`src/rtl/keyboard_pkg.sv`:
```
// Shared scan-code set 2 constants, prefix-state encoding and digit lookup
// for the keyboard controller.
package keyboard_pkg;

  typedef enum logic [1:0] {
    ST_IDLE,
    ST_BREAK,
    ST_EXT,
    ST_EXT_BREAK
  } prefix_t;

  localparam logic [7:0] CODE_BREAK = 8'hF0;
  localparam logic [7:0] CODE_EXT   = 8'hE0;
  localparam logic [7:0] CODE_START = 8'h1B;
  localparam logic [7:0] CODE_PAUSE = 8'h4D;
  localparam logic [7:0] CODE_CLEAR = 8'h21;
  localparam logic [7:0] CODE_BKSP  = 8'h66;

  localparam logic [7:0] DIGIT_CODES [10] = '{
    8'h45, 8'h16, 8'h1E, 8'h26, 8'h25, 8'h2E, 8'h36, 8'h3D, 8'h3E, 8'h46
  };

  // Returns {hit, digit}; hit is 0 when the code is not a digit key.
  function automatic logic [4:0] digit_lookup(input logic [7:0] code);
    logic [4:0] r;
    r = 5'b0;
    for (int i = 0; i < 10; i++) begin
      if (code == DIGIT_CODES[i]) r = {1'b1, 4'(i)};
    end
    return r;
  endfunction

endpackage

```
`src/rtl/keyboard_controller_if.sv`:
```
// Received-byte stream from the PS/2 frame receiver to the scan-code decoder.
interface keyboard_controller_if;
  logic [7:0] rx_byte;
  logic       byte_valid;

  modport master (output rx_byte, output byte_valid);
  modport slave  (input  rx_byte, input  byte_valid);
endinterface

```
`src/rtl/keyboard_controller_ps2_rx.sv`:
```
// PS/2 receiver: synchronises the raw lines, assembles 11-bit frames, checks
// start/stop/parity and aborts frames stalled for TIMEOUT_CYCLES cycles.
module ps2_rx #(
  parameter int TIMEOUT_CYCLES = 50000
) (
  input  logic                  clk_in,
  input  logic                  reset,
  input  logic                  ps2_clock,
  input  logic                  ps2_data,
  keyboard_controller_if.master rx
);

  localparam int TO_W = $clog2(TIMEOUT_CYCLES + 1);

  logic            ps2_clock_p0, ps2_clock_p1, ps2_clock_p2;
  logic            ps2_data_p0, ps2_data_p1;
  logic            fall;
  logic [3:0]      bit_cnt;
  logic [TO_W-1:0] idle_cnt;
  logic [9:0]      shift;
  logic [10:0]     frame;
  logic            frame_ok;

  assign fall     = ps2_clock_p2 & ~ps2_clock_p1;
  assign frame    = {ps2_data_p1, shift};
  assign frame_ok = ~frame[0] & frame[10] & (^frame[9:1]);

  // Data path: synchroniser and shift register carry no reset.
  always_ff @(posedge clk_in) begin
    ps2_data_p0 <= ps2_data;
    ps2_data_p1 <= ps2_data_p0;
    if (fall) shift <= {ps2_data_p1, shift[9:1]};
    if (fall && bit_cnt == 4'd10) rx.rx_byte <= frame[8:1];
  end

  // Clock synchroniser idles high so reset never manufactures a falling edge.
  always_ff @(posedge clk_in) begin
    if (reset) begin
      ps2_clock_p0  <= 1'b1;
      ps2_clock_p1  <= 1'b1;
      ps2_clock_p2  <= 1'b1;
      bit_cnt       <= 4'd0;
      idle_cnt      <= '0;
      rx.byte_valid <= 1'b0;
    end else begin
      ps2_clock_p0  <= ps2_clock;
      ps2_clock_p1  <= ps2_clock_p0;
      ps2_clock_p2  <= ps2_clock_p1;
      rx.byte_valid <= 1'b0;
      if (fall) begin
        idle_cnt <= '0;
        if (bit_cnt == 4'd10) begin
          bit_cnt       <= 4'd0;
          rx.byte_valid <= frame_ok;
        end else begin
          bit_cnt <= bit_cnt + 4'd1;
        end
      end else if (bit_cnt != 4'd0) begin
        if (idle_cnt == TO_W'(TIMEOUT_CYCLES - 1)) begin
          bit_cnt  <= 4'd0;
          idle_cnt <= '0;
        end else begin
          idle_cnt <= idle_cnt + 1'b1;
        end
      end
    end
  end

endmodule

```
`src/rtl/keyboard_controller.sv`:
```
// Keyboard controller: decodes scan-code set 2 bytes into held-key levels
// (start/pause/clear) and a four-digit BCD file_id entry register.
module keyboard_controller
  import keyboard_pkg::*;
#(
  parameter int TIMEOUT_CYCLES = 50000
) (
  input  logic        clk_in,
  input  logic        reset,
  input  logic        ps2_clock,
  input  logic        ps2_data,
  output logic        pause,
  output logic        start,
  output logic        clear,
  output logic [15:0] file_id
);

  keyboard_controller_if rx_bus ();

  ps2_rx #(.TIMEOUT_CYCLES(TIMEOUT_CYCLES)) u_rx (
    .clk_in    (clk_in),
    .reset     (reset),
    .ps2_clock (ps2_clock),
    .ps2_data  (ps2_data),
    .rx        (rx_bus.master)
  );

  prefix_t     state, state_nxt;
  logic        start_nxt, pause_nxt, clear_nxt;
  logic [15:0] file_id_nxt;
  logic [7:0]  last_make, last_make_nxt;
  logic [7:0]  code;
  logic [4:0]  digit;

  assign code  = rx_bus.rx_byte;
  assign digit = digit_lookup(code);

  always_ff @(posedge clk_in) begin
    if (reset) begin
      state     <= ST_IDLE;
      start     <= 1'b0;
      pause     <= 1'b0;
      clear     <= 1'b0;
      file_id   <= 16'h0000;
      last_make <= 8'h00;
    end else begin
      state     <= state_nxt;
      start     <= start_nxt;
      pause     <= pause_nxt;
      clear     <= clear_nxt;
      file_id   <= file_id_nxt;
      last_make <= last_make_nxt;
    end
  end

  always_comb begin
    state_nxt     = state;
    start_nxt     = start;
    pause_nxt     = pause;
    clear_nxt     = clear;
    file_id_nxt   = file_id;
    last_make_nxt = last_make;
    if (rx_bus.byte_valid) begin
      unique case (state)
        ST_IDLE: begin
          if (code == CODE_BREAK) begin
            state_nxt = ST_BREAK;
          end else if (code == CODE_EXT) begin
            state_nxt = ST_EXT;
          end else begin
            if (code == CODE_START) start_nxt = 1'b1;
            if (code == CODE_PAUSE) pause_nxt = 1'b1;
            if (code == CODE_CLEAR) clear_nxt = 1'b1;
            // A repeated digit/backspace make is typematic repeat and ignored.
            if (digit[4] && code != last_make) begin
              file_id_nxt   = {file_id[11:0], digit[3:0]};
              last_make_nxt = code;
            end else if (code == CODE_BKSP && code != last_make) begin
              file_id_nxt   = {4'h0, file_id[15:4]};
              last_make_nxt = code;
            end
          end
        end
        ST_BREAK: begin
          if (code == CODE_START) start_nxt = 1'b0;
          if (code == CODE_PAUSE) pause_nxt = 1'b0;
          if (code == CODE_CLEAR) clear_nxt = 1'b0;
          last_make_nxt = 8'h00;
          state_nxt     = ST_IDLE;
        end
        ST_EXT: begin
          state_nxt = (code == CODE_BREAK) ? ST_EXT_BREAK : ST_IDLE;
        end
        ST_EXT_BREAK: begin
          last_make_nxt = 8'h00;
          state_nxt     = ST_IDLE;
        end
        default: state_nxt = ST_IDLE;
      endcase
    end
  end

endmodule

```
`config.mk`:
```
export PLATFORM = sky130hd
export DESIGN_NAME = keyboard_controller
export DESIGN_NICKNAME = d
export VERILOG_FILES = /design/src/rtl/keyboard_pkg.sv /design/src/rtl/keyboard_controller_if.sv /design/src/rtl/keyboard_controller_ps2_rx.sv /design/src/rtl/keyboard_controller.sv
export SDC_FILE = /design/constraint.sdc
export NUM_CORES = 1
export LEC_CHECK = 0
export BUFFER_PORTS_ARGS = -buffer_cell sky130_fd_sc_hd__buf_4
export CAP_MARGIN = 0
export CORE_ASPECT_RATIO = 1.1
export CORE_MARGIN = 5
export CORE_UTILIZATION = 64
export CTS_CLUSTER_DIAMETER = 80
export DETAILED_ROUTE_END_ITERATION = 10
export PLACE_DENSITY = 0.93
export SLEW_MARGIN = 20
export SYNTH_ARGS = -nofsm -noshare
export SYNTH_HDL_FRONTEND = slang
export SYNTH_SLANG_ARGS = --single-unit
```
`constraint.sdc`:
```
create_clock -name clk_in -period 6 [get_ports clk_in]
set_input_delay 0.6 -clock clk_in [delete_from_list [all_inputs] [get_ports clk_in]]
set_output_delay 0.6 -clock clk_in [all_outputs]
set_load 0.005 [all_outputs]
```
Word-level counts from Yosys, hierarchy flattened
Index checks and enable logic that the tools add are counted.
- $add $sub $neg: 2
- muxes and demuxes: 41
- reductions and logical operators: 21
- equal/unequal tests: 32
- bitwise operators: 9
- operator list (cell ; count):
    $eq A8 B6 Y1 const B ; 7
    $mux W5 ; 10
    $mux W16 ; 3
    $eq A8 B7 Y1 const B ; 4
    $mux W8 ; 4
    $eq A8 B5 Y1 const B ; 3
    $reduce_and A6 Y1 ; 3
    $add A16 B1 Y16 const B ; 1
    $eq A16 B16 Y1 const B ; 1
    $eq A8 B8 Y1 const B ; 2
    $mux W4 ; 4
    $ne A2 B2 Y1 const B ; 8
    $pmux W8 S2 ; 1
    $mux W1 ; 12
    $reduce_and A5 Y1 ; 2
    $reduce_bool A2 Y1 ; 5
    $reduce_xor A9 Y1 ; 1
    $ne A8 B8 Y1 ; 1
    $mux W2 ; 3
    $ne A3 B3 Y1 const B ; 2
    $not A1 Y1 ; 6
    $pmux W1 S2 ; 3
    $pmux W2 S3 ; 1
    $add A4 B1 Y4 const B ; 1
    10 further kinds ; 17
- word-level logic and storage cells: 121
- input bits: 4
- output and inout bits: 19
- register bits: 73

Longest topological paths before layout
Gate-level depths: netlist (run 1).
- depth after elaboration: 16
- mapped depth: 10
- depth with buffers taken out: 8

Hierarchy
From an unflattened synthesis (run 1), not the netlist that was laid out.
- cell total of the unflattened synthesis: 354
- area total of the unflattened synthesis: 3594.7 um^2
- by module, submodules not included (module ; cells an instance ; times used ; seq. area each (um^2) ; area each (um^2)):
    keyboard_controller ; 202 ; 1 ; 580.6 ; 1809.2
    ps2_rx ; 152 ; 1 ; 1061.0 ; 1785.5

Worst setup path before layout (run 1)
Ideal clock, no wire load.
- kind: reg2reg
- from: register u_rx.bit_cnt[0]
- to: register u_rx.idle_cnt[10]
- library setup time: 0.128 ns
- clock period less this slack: 2.105 ns
- stages on the path, launching flop included: 11
- path slack: 3.895 ns
- buffers on the path: 3
- required time: 5.872 ns
- arrival time: 1.978 ns
- path through: dfxtp_1 > inv_1 > ha_1 > or3b_2 > clkbuf_1 > nand4_1 > o21ai_0 > nand2b_1 > buf_2 > buf_1 > nor2_1
- longest elaborated chain between the ends: 1
- RTL lines (what ; line ; source):
    start, declared ; keyboard_controller_ps2_rx.sv:18 ; logic [3:0] bit_cnt;
    start signal, assigned ; keyboard_controller_ps2_rx.sv:56 ; bit_cnt <= bit_cnt + 4'd1;
    $reduce_bool A4 Y1 ; keyboard_controller_ps2_rx.sv:58 ; end else if (bit_cnt != 4'd0) begin
    end signal, assigned ; keyboard_controller_ps2_rx.sv:63 ; idle_cnt <= idle_cnt + 1'b1;
    end, declared ; keyboard_controller_ps2_rx.sv:19 ; logic [TO_W-1:0] idle_cnt;
No other way between the ends.
A chain may end at the register's enable or synchronous reset.

Worst setup path after layout (run 1)
- from: register u_rx.rx.rx_byte[4]
- to: register last_make[3]
- longest elaborated chain between the ends: 16
- elaborated cells between the ends (all ways): 34
- classes of those cells: eq/ne: 17; mux: 14; reduce/logical: 3
- RTL lines (what ; line ; source):
    start, declared ; keyboard_controller_if.sv:6 ; modport master (output rx_byte, output byte_valid);
    start signal, assigned ; keyboard_controller_ps2_rx.sv:33 ; if (fall && bit_cnt == 4'd10) rx.rx_byte <= frame[8:1];
    $eq A8 B7 Y1 ; keyboard_pkg.sv:28 ; if (code == DIGIT_CODES[i]) r = {1'b1, 4'(i)};
    $mux W5 (10 in series) ; keyboard_pkg.sv:28 ;
    $logic_and A1 B1 Y1 ; keyboard_controller.sv:75 ; if (digit[4] && code != last_make) begin
    $mux W8 ; keyboard_controller.sv:75 ;
    $mux W8 ; keyboard_controller.sv:68 ; end else if (code == CODE_EXT) begin
    $mux W8 ; keyboard_controller.sv:66 ; if (code == CODE_BREAK) begin
    $pmux W8 S2 ; keyboard_controller.sv:64 ; unique case (state)
    end signal, assigned ; keyboard_controller.sv:52 ; last_make <= last_make_nxt;
    end, declared ; keyboard_controller.sv:31 ; logic [7:0] last_make, last_make_nxt;
Parallel ways exist; a longest one is shown, timed or not. The select of a mux whose other input is x is not followed.

==> summary.md, run 1 <==
| Metric | Value |
|---|---|
| Synthesized area per cell | `10.1 µm²` |
| Count of warnings emitted by yosys | `0` |
| Clk slew on worst S/H paths | `0.07 ns` |
| Antenna violations before repair | `0` |
| Routed Antenna Nets | `0` |
| Post-cts sizing count | `0` |
| Final hold viol count | `0` |
| Final period util | `39.8%` |
| Area added between synthesis and finish | `10.9%` |
| Clock skew | `0.00942 ns` |
| Pwr per Cell Area | `240 nW/µm²` |
| Part of the Yosys area used for sequential elements | `50.5%` |
| Max frequency | `419 MHz` |
| Antenna diode count | `0` |
| WP data required | `6.23 ns` |
| Hold path endpoint | `u_rx.ps2_data_p1$_DFF_P_` |
| Post-DP Area | `3430 µm²` |
| Synth area leaders | `dfxtp_1 (34%), edfxtp_1 (17%), xnor2_1 (5.9%)` |
| First-pass GRT wire length | `10800 µm` |
| Synth cell types | `60` |
| Crit Path Category | `register to register` |
| CP endpoint kind | `register` |
| Slew Viols, Final | `0` |
| Most common cell in the netlist | `dfxtp_1` |
| CTS Root Cell | `clkbuf_8` |
| Crit path DAT | `2.62 ns` |
| CTS tree | `done` |
| Worst Tran Pin Value | `0.743 ns` |
| TritonCTS buffer count | `9` |
| Vias in the first global route | `2331` |
| Post-CTS Hold Fix Bufs | `0` |
| FF+latch count, synth | `73` |
| TritonRoute pass-1 iters | `4` |
| Nets@finish | `351` |
| CP Launch Type | `register` |
| Syn_nets | `329` |
| Routed wire length | `6330 µm` |
| Reg2Reg Depth | `6` |
| I/O pins | `23` |
| Hold Crit Class | `register to register` |
| Detailed placement HPWL | `4470 µm` |
| Die ar. | `6610 µm²` |
| Worst-path cell chain | `or4b_1, nor3b_1, o21a_2, nor3_2, o21a_1, a22o_1` |
| Synth Cell Area | `3250 µm²` |
| Status | `finished clean` |
| Largest net degree at the start of global routing | `24` |
| Max Cap Viol | `0` |
| Num Clock Sinks | `73` |
| Area share of the largest cell type after synthesis | `33.8%` |
| Fill count | `350` |
| Leakage | `0.00128 µW` |
| Worst vdd ir | `0.236 mV` |
| GRT Overall Usage | `20.3%` |
| IO Port Bufs | `22` |
| Critical Path Max Stage Delay | `0.63 ns` |
| Drt via density | `5.94` |
| Number of synthesized flops with an enable pin | `18` |
| Die height | `84.8 µm` |
| Final setup fails | `0` |
| Layout cells sized above 1 | `14.9%` |
| Commonest cells post-synth | `dfxtp_1 (55), nor2_1 (34), nand2_1 (22), xnor2_1 (22), edfxtp_1 (18)` |
| Per-cell routed wire length | `15.6 µm` |
| Leading area contributor after synthesis | `dfxtp_1` |
| Reg-to-reg critical path startpoint | `u_rx.rx.rx_byte[4]$_DFFE_PP_` |
| WHS Path Cells | `0` |
| Slew margin rel. | `50.2%` |
| Routability congestion estimate | `0.914` |
| Skew-Pair Late Insertion Delay | `0.34 ns` |
| RSZ-0062 raised after global routing | `no` |
| H-Tree Level Count | `3` |
| Vias post-DR | `2411` |
| Final instance area | `3610 µm²` |
| CP Max Fanout | `14` |
| Num rows | `27` |
| Synth async-reset ratio | `0%` |
| Post-CTS Setup Repair Bufs | `0` |
| R2r endpoint | `last_make[3]$_SDFFE_PP0P_` |
| Die X | `78.0 µm` |
| Initial Util | `65.5%` |
| DRT iter0 DRCs | `195` |
| Critical-path top delay cell | `or4b_1` |
| Tmin final | `2.39 ns` |
| Worst Hold Launch | `u_rx.ps2_data_p0$_DFF_P_` |
| CTS Buffer Depth | `2` |
| R2r setup slk | `3.61 ns` |
| Final TNS setup | `0 ns` |
| Core box area | `4970 µm²` |
| Overflow after GRT | `0` |
| Ys flop type | `dfxtp_1` |
| Post-Synthesis Cells | `321` |
| # DRC | `0` |
registers in the layout, indices dropped and copies added (netlist names), 2 cells and up:
| signal | flops |
|---|---|
| u_rx.idle_cnt | 16 |
| u_rx.rx.rx_byte | 8 |
| u_rx.bit_cnt | 4 |
| file_id | 16 |
| last_make | 8 |
| state | 2 |
| u_rx.shift | 10 |
final cells by class:
| cell class | instances | area (µm²) | share of cell area [%] |
|---|---|---|---|
| clock buffers | 11 | 141 | 3.92 |
| flip-flops and latches | 73 | 1640 | 45.5 |
| multi-input cells | 228 | 1520 | 42.2 |
| repair buffers | 22 | 165 | 4.58 |
| well taps | 58 | 72.6 | 2.01 |
| inverters | 9 | 33.8 | 0.937 |
| clock inverters | 5 | 31.3 | 0.867 |
per-layer routing:
layer | GRT usage, % | vias to the layer above | share of wire, %
met5 | 0 | - | 0
met1 | 24.8 | 1155 | 43
met4 | 8.29 | 0 | 1.5
li1 | - | 1196 | -
met2 | 34.7 | 52 | 51
met3 | 3.86 | 8 | 5.0
kinds of logic after synthesis:
family	Yosys count	share of synthesized area (%)
XOR/XNOR	32	8.62
flip-flops	73	50.5
buffers and inverters	20	2.77
adder cells (fa/ha/maj)	4	1.54
multiplexers	5	1.58
AND/OR/NAND/NOR	127	21.4
AO/OA/AOI/OAI	60	13.7
through the flow:
stage / utilization (%) / cells / total power, µW / hold slack [ns] / setup slack [ns]
2_1_floorplan: - / 321 / 538 / 0.310 / 3.89
4_1_cts: 72.6 / 406 / 869 / 0.339 / 3.62
3_5_place_dp: 69.2 / 390 / 544 / 0.323 / 3.63
3_3_place_gp: 69.2 / 390 / 542 / 0.311 / 3.68
6_report: 72.6 / 406 / 864 / 0.336 / 3.61
5_1_grt: 72.6 / 406 / 896 / 0.341 / 3.46
layout by cell type (no fill, tap or decap), types with 11 or more instances in the layout:
cell type / instances
buf_4: 22
dfxtp_1: 55
a21oi_1: 11
xnor2_1: 22
nand3_1: 12
nand2_1: 22
nor3_1: 11
edfxtp_1: 18
nor2_1: 34
report_power, final:
part,switching (µW),internal [µW],leakage [µW]
registers,3.25,507,0.000608
clock network,172,160,0.0000891
logic,14.0,8.45,0.000583
total,189,675,0.00128
how the worst max path moves through the flow:
stage,to,slack (ns),start,cells after the start
after global placement,last_make[4]$_SDFFE_PP0P_,3.68,u_rx.rx.rx_byte[4]$_DFFE_PP_,6
after floorplan,u_rx.idle_cnt[10]$_SDFFE_PP0P_,3.89,u_rx.bit_cnt[0]$_SDFFE_PP0P_,10
after global routing,file_id[3]$_SDFFE_PP0P_,3.46,u_rx.rx.rx_byte[4]$_DFFE_PP_,6
final,last_make[3]$_SDFFE_PP0P_,3.61,u_rx.rx.rx_byte[4]$_DFFE_PP_,6
after CTS,last_make[4]$_SDFFE_PP0P_,3.62,u_rx.rx.rx_byte[4]$_DFFE_PP_,6
after detailed placement,last_make[4]$_SDFFE_PP0P_,3.63,u_rx.rx.rx_byte[4]$_DFFE_PP_,6
worst max-delay path, delay by kind of cell (launching register included):
kind / cells / cell delay [ns]
AND/OR/NAND/NOR: 3 / 0.94
flip-flops: 1 / 0.59
AO/OA/AOI/OAI: 3 / 0.75
Power figures use the tool's default switching activity.
==> run 2: changes to the inputs <==
- CORE_UTILIZATION: 64 -> 54
- PLACE_DENSITY: 0.93 -> 0.84
- clock period: 6 -> 2 ns (I/O delays scaled with it)
==> run 2 against run 1 <==
The flow now finishes with violations (setup timing). Via count is 16% higher. Core utilization is 0.75 points higher. Sequential cell count stayed put. Combinational power grew to 3.6 times the previous value. First-iteration DRC count is 8.7% higher. Sequential share of layout area is 7.0 points lower. Largest power group unchanged. Highest routed layer unchanged.
==> summary.md, run 2 (synthesis results as in run 1) <==
| Metric | Value |
|---|---|
| Worst path top cell family by delay | `simple AND/OR/NAND/NOR gates` |
| Tmin final | `2.24 ns` |
| Routed wire length | `8550 µm` |
| Crit path DAT | `2.47 ns` |
| Num rows | `29` |
| First-pass GRT wire length | `12700 µm` |
| Overflow after GRT | `0` |
| IO Port Bufs | `22` |
| CP Max Fanout | `5` |
| Sw Ratio | `22.6%` |
| Vias post-DR | `2805` |
| DRT iter0 DRCs | `212` |
| Die X | `84.0 µm` |
| Critical-path top delay cell | `edfxtp_1` |
| TritonCTS buffer count | `9` |
| Drt via density | `5.91` |
| CP bufs+invs | `2` |
| Commonest non-fill, non-tap cells in the layout | `buf_4 (67), dfxtp_1 (55), nor2_1 (33)` |
| Max frequency | `446 MHz` |
| Final period util | `112%` |
| Logic gate share of total power | `3.1%` |
| Power Internal | `1990 µW` |
| TritonRoute pass-1 iters | `5` |
| Antenna violations before repair | `0` |
| Final TNS setup | `-3.84 ns` |
| Top Registers | `file_id x16, u_rx.idle_cnt x16, u_rx.shift x10` |
| Failing checks | `setup timing` |
| Sequential power share | `59.4%` |
| Clock skew | `0.00957 ns` |
| Fill count | `378` |
| Slew Viols, Final | `0` |
| Num Clock Sinks | `73` |
| Total Power | `2580 µW` |
| Fin worst setup slack | `-0.241 ns` |
| Worst-path cell chain | `buf_4, nand2b_1, nor4_1, o21a_4, buf_4, o31ai_2, a211oi_1, nor3_1` |
| CTS Buffer Depth | `2` |
| GRT Overall Usage | `20.8%` |
| Per-cell routed wire length | `18.0 µm` |
| Largest net degree at the start of global routing | `24` |
| Routed Antenna Nets | `0` |
| H-Tree Level Count | `3` |
| Worst vdd ir | `0.485 mV` |
| Final hold viol count | `0` |
| Slew margin rel. | `63.8%` |
| Critical Path Max Stage Delay | `0.48 ns` |
| Nets@finish | `402` |
| Most common cell after layout, fill and taps aside | `buf_4` |
| Post-DP Area | `3730 µm²` |
| Crit-path most repeated cell | `buf_4` |
| Final setup fails | `24` |
| Antenna diode count | `0` |
| Leakage | `0.00159 µW` |
| Crit Path Category | `register to register` |
| RSZ-0062 raised after global routing | `yes` |
| Detailed placement HPWL | `5040 µm` |
| Routability congestion estimate | `0.890` |
| Pwr per Cell Area | `605 nW/µm²` |
| Hold Crit Class | `input port to register` |
| Max Cap Viol | `0` |
| Initial Util | `56.0%` |
| Hold Slack | `0.0279 ns` |
| Die ar. | `7680 µm²` |
| Multi-input logic area | `1760 µm²` |
| Worst Tran Pin Value | `0.538 ns` |
| Vias in the first global route | `2670` |
| Layout cells sized above 1 | `33.7%` |
| Status | `complete, but fails checks` |
| Clk slew on worst S/H paths | `0.07 ns` |
| I/O pins | `23` |
| Die height | `91.4 µm` |
| CP endpoint kind | `register` |
| Skew-Pair Late Insertion Delay | `0.35 ns` |
| Sequential standard cell area | `1640 µm²` |
| CTS Root Cell | `clkbuf_8` |
| WP data required | `2.23 ns` |
| CTS tree | `done` |
| Core box area | `5810 µm²` |
| # DRC | `0` |
| Final instance area | `4260 µm²` |
| Clk network pwr share | `37.5%` |
| Net switching power | `584 µW` |
| CP Launch Type | `register` |
| Area added between synthesis and finish | `31.0%` |
-- run 2: per-layer routing --
layer | global-route usage (%) | up-vias | part of all wire [%] | routed length, µm
li1 | - | 1304 | - | -
met3 | 4.34 | 36 | 5.6 | 477
met2 | 36.1 | 121 | 51 | 4380
met4 | 12.2 | 0 | 4.0 | 341
met5 | 0 | - | 0 | 0
met1 | 23.4 | 1344 | 39 | 3350
-- run 2: layout make-up --
| type | count | area share [%] |
|---|---|---|
| Clock buffer | 11 | 3.08 |
| Clock inverter | 4 | 0.558 |
| Inverter | 9 | 0.793 |
| Multi-Input combinational cell | 229 | 41.3 |
| Sequential cell | 73 | 38.5 |
| Tap cell | 77 | 2.26 |
| Timing Repair Buffer | 72 | 13.5 |
-- run 2: final timing paths --
path                                                endpoint                    startpoint  slack (ns)  cells after the start
worst max-delay path                 file_id[1]$_SDFFE_PP0P_  u_rx.rx.rx_byte[6]$_DFFE_PP_       -0.24                      8
worst max register to register       file_id[1]$_SDFFE_PP0P_  u_rx.rx.rx_byte[6]$_DFFE_PP_       -0.24                      8
worst min register to register      u_rx.ps2_data_p1$_DFF_P_      u_rx.ps2_data_p0$_DFF_P_        0.33                      0
worst min-delay path            u_rx.ps2_clock_p0$_SDFF_PP1_                     ps2_clock        0.03                      2
-- run 2: repair_timing --
| item | in CTS | in global routing |
|---|---|---|
| endpoints found under the hold margin | 1 | 0 |
| pin swaps | 8 | 18 |
| buffers inserted | 8 | 8 |
| setup endpoints to repair | 24 | 43 |
| hold buffers | 1 | 0 |
| cloned | 0 | 1 |
| gates resized for setup | 15 | 26 |
-- run 2: power by group through the flow --
stage                     clock network (µW)  registers, µW  logic (µW)
after floorplan                            0           1560        52.0
after global placement                     0           1560        71.1
after detailed placement                   0           1560        74.9
after CTS                                978           1530        77.4
after global routing                    1050           1530        90.0
final                                    967           1530        80.6
-- run 2: stage by stage --
step | setup slack, ns | std cells | util, %
after CTS | -0.0531 | 466 | 69.8
after global routing | -0.388 | 475 | 73.4
after floorplan | 0.00183 | 321 | -
final | -0.241 | 475 | 73.4
after global placement | -0.0484 | 442 | 64.2
after detailed placement | -0.121 | 442 | 64.2
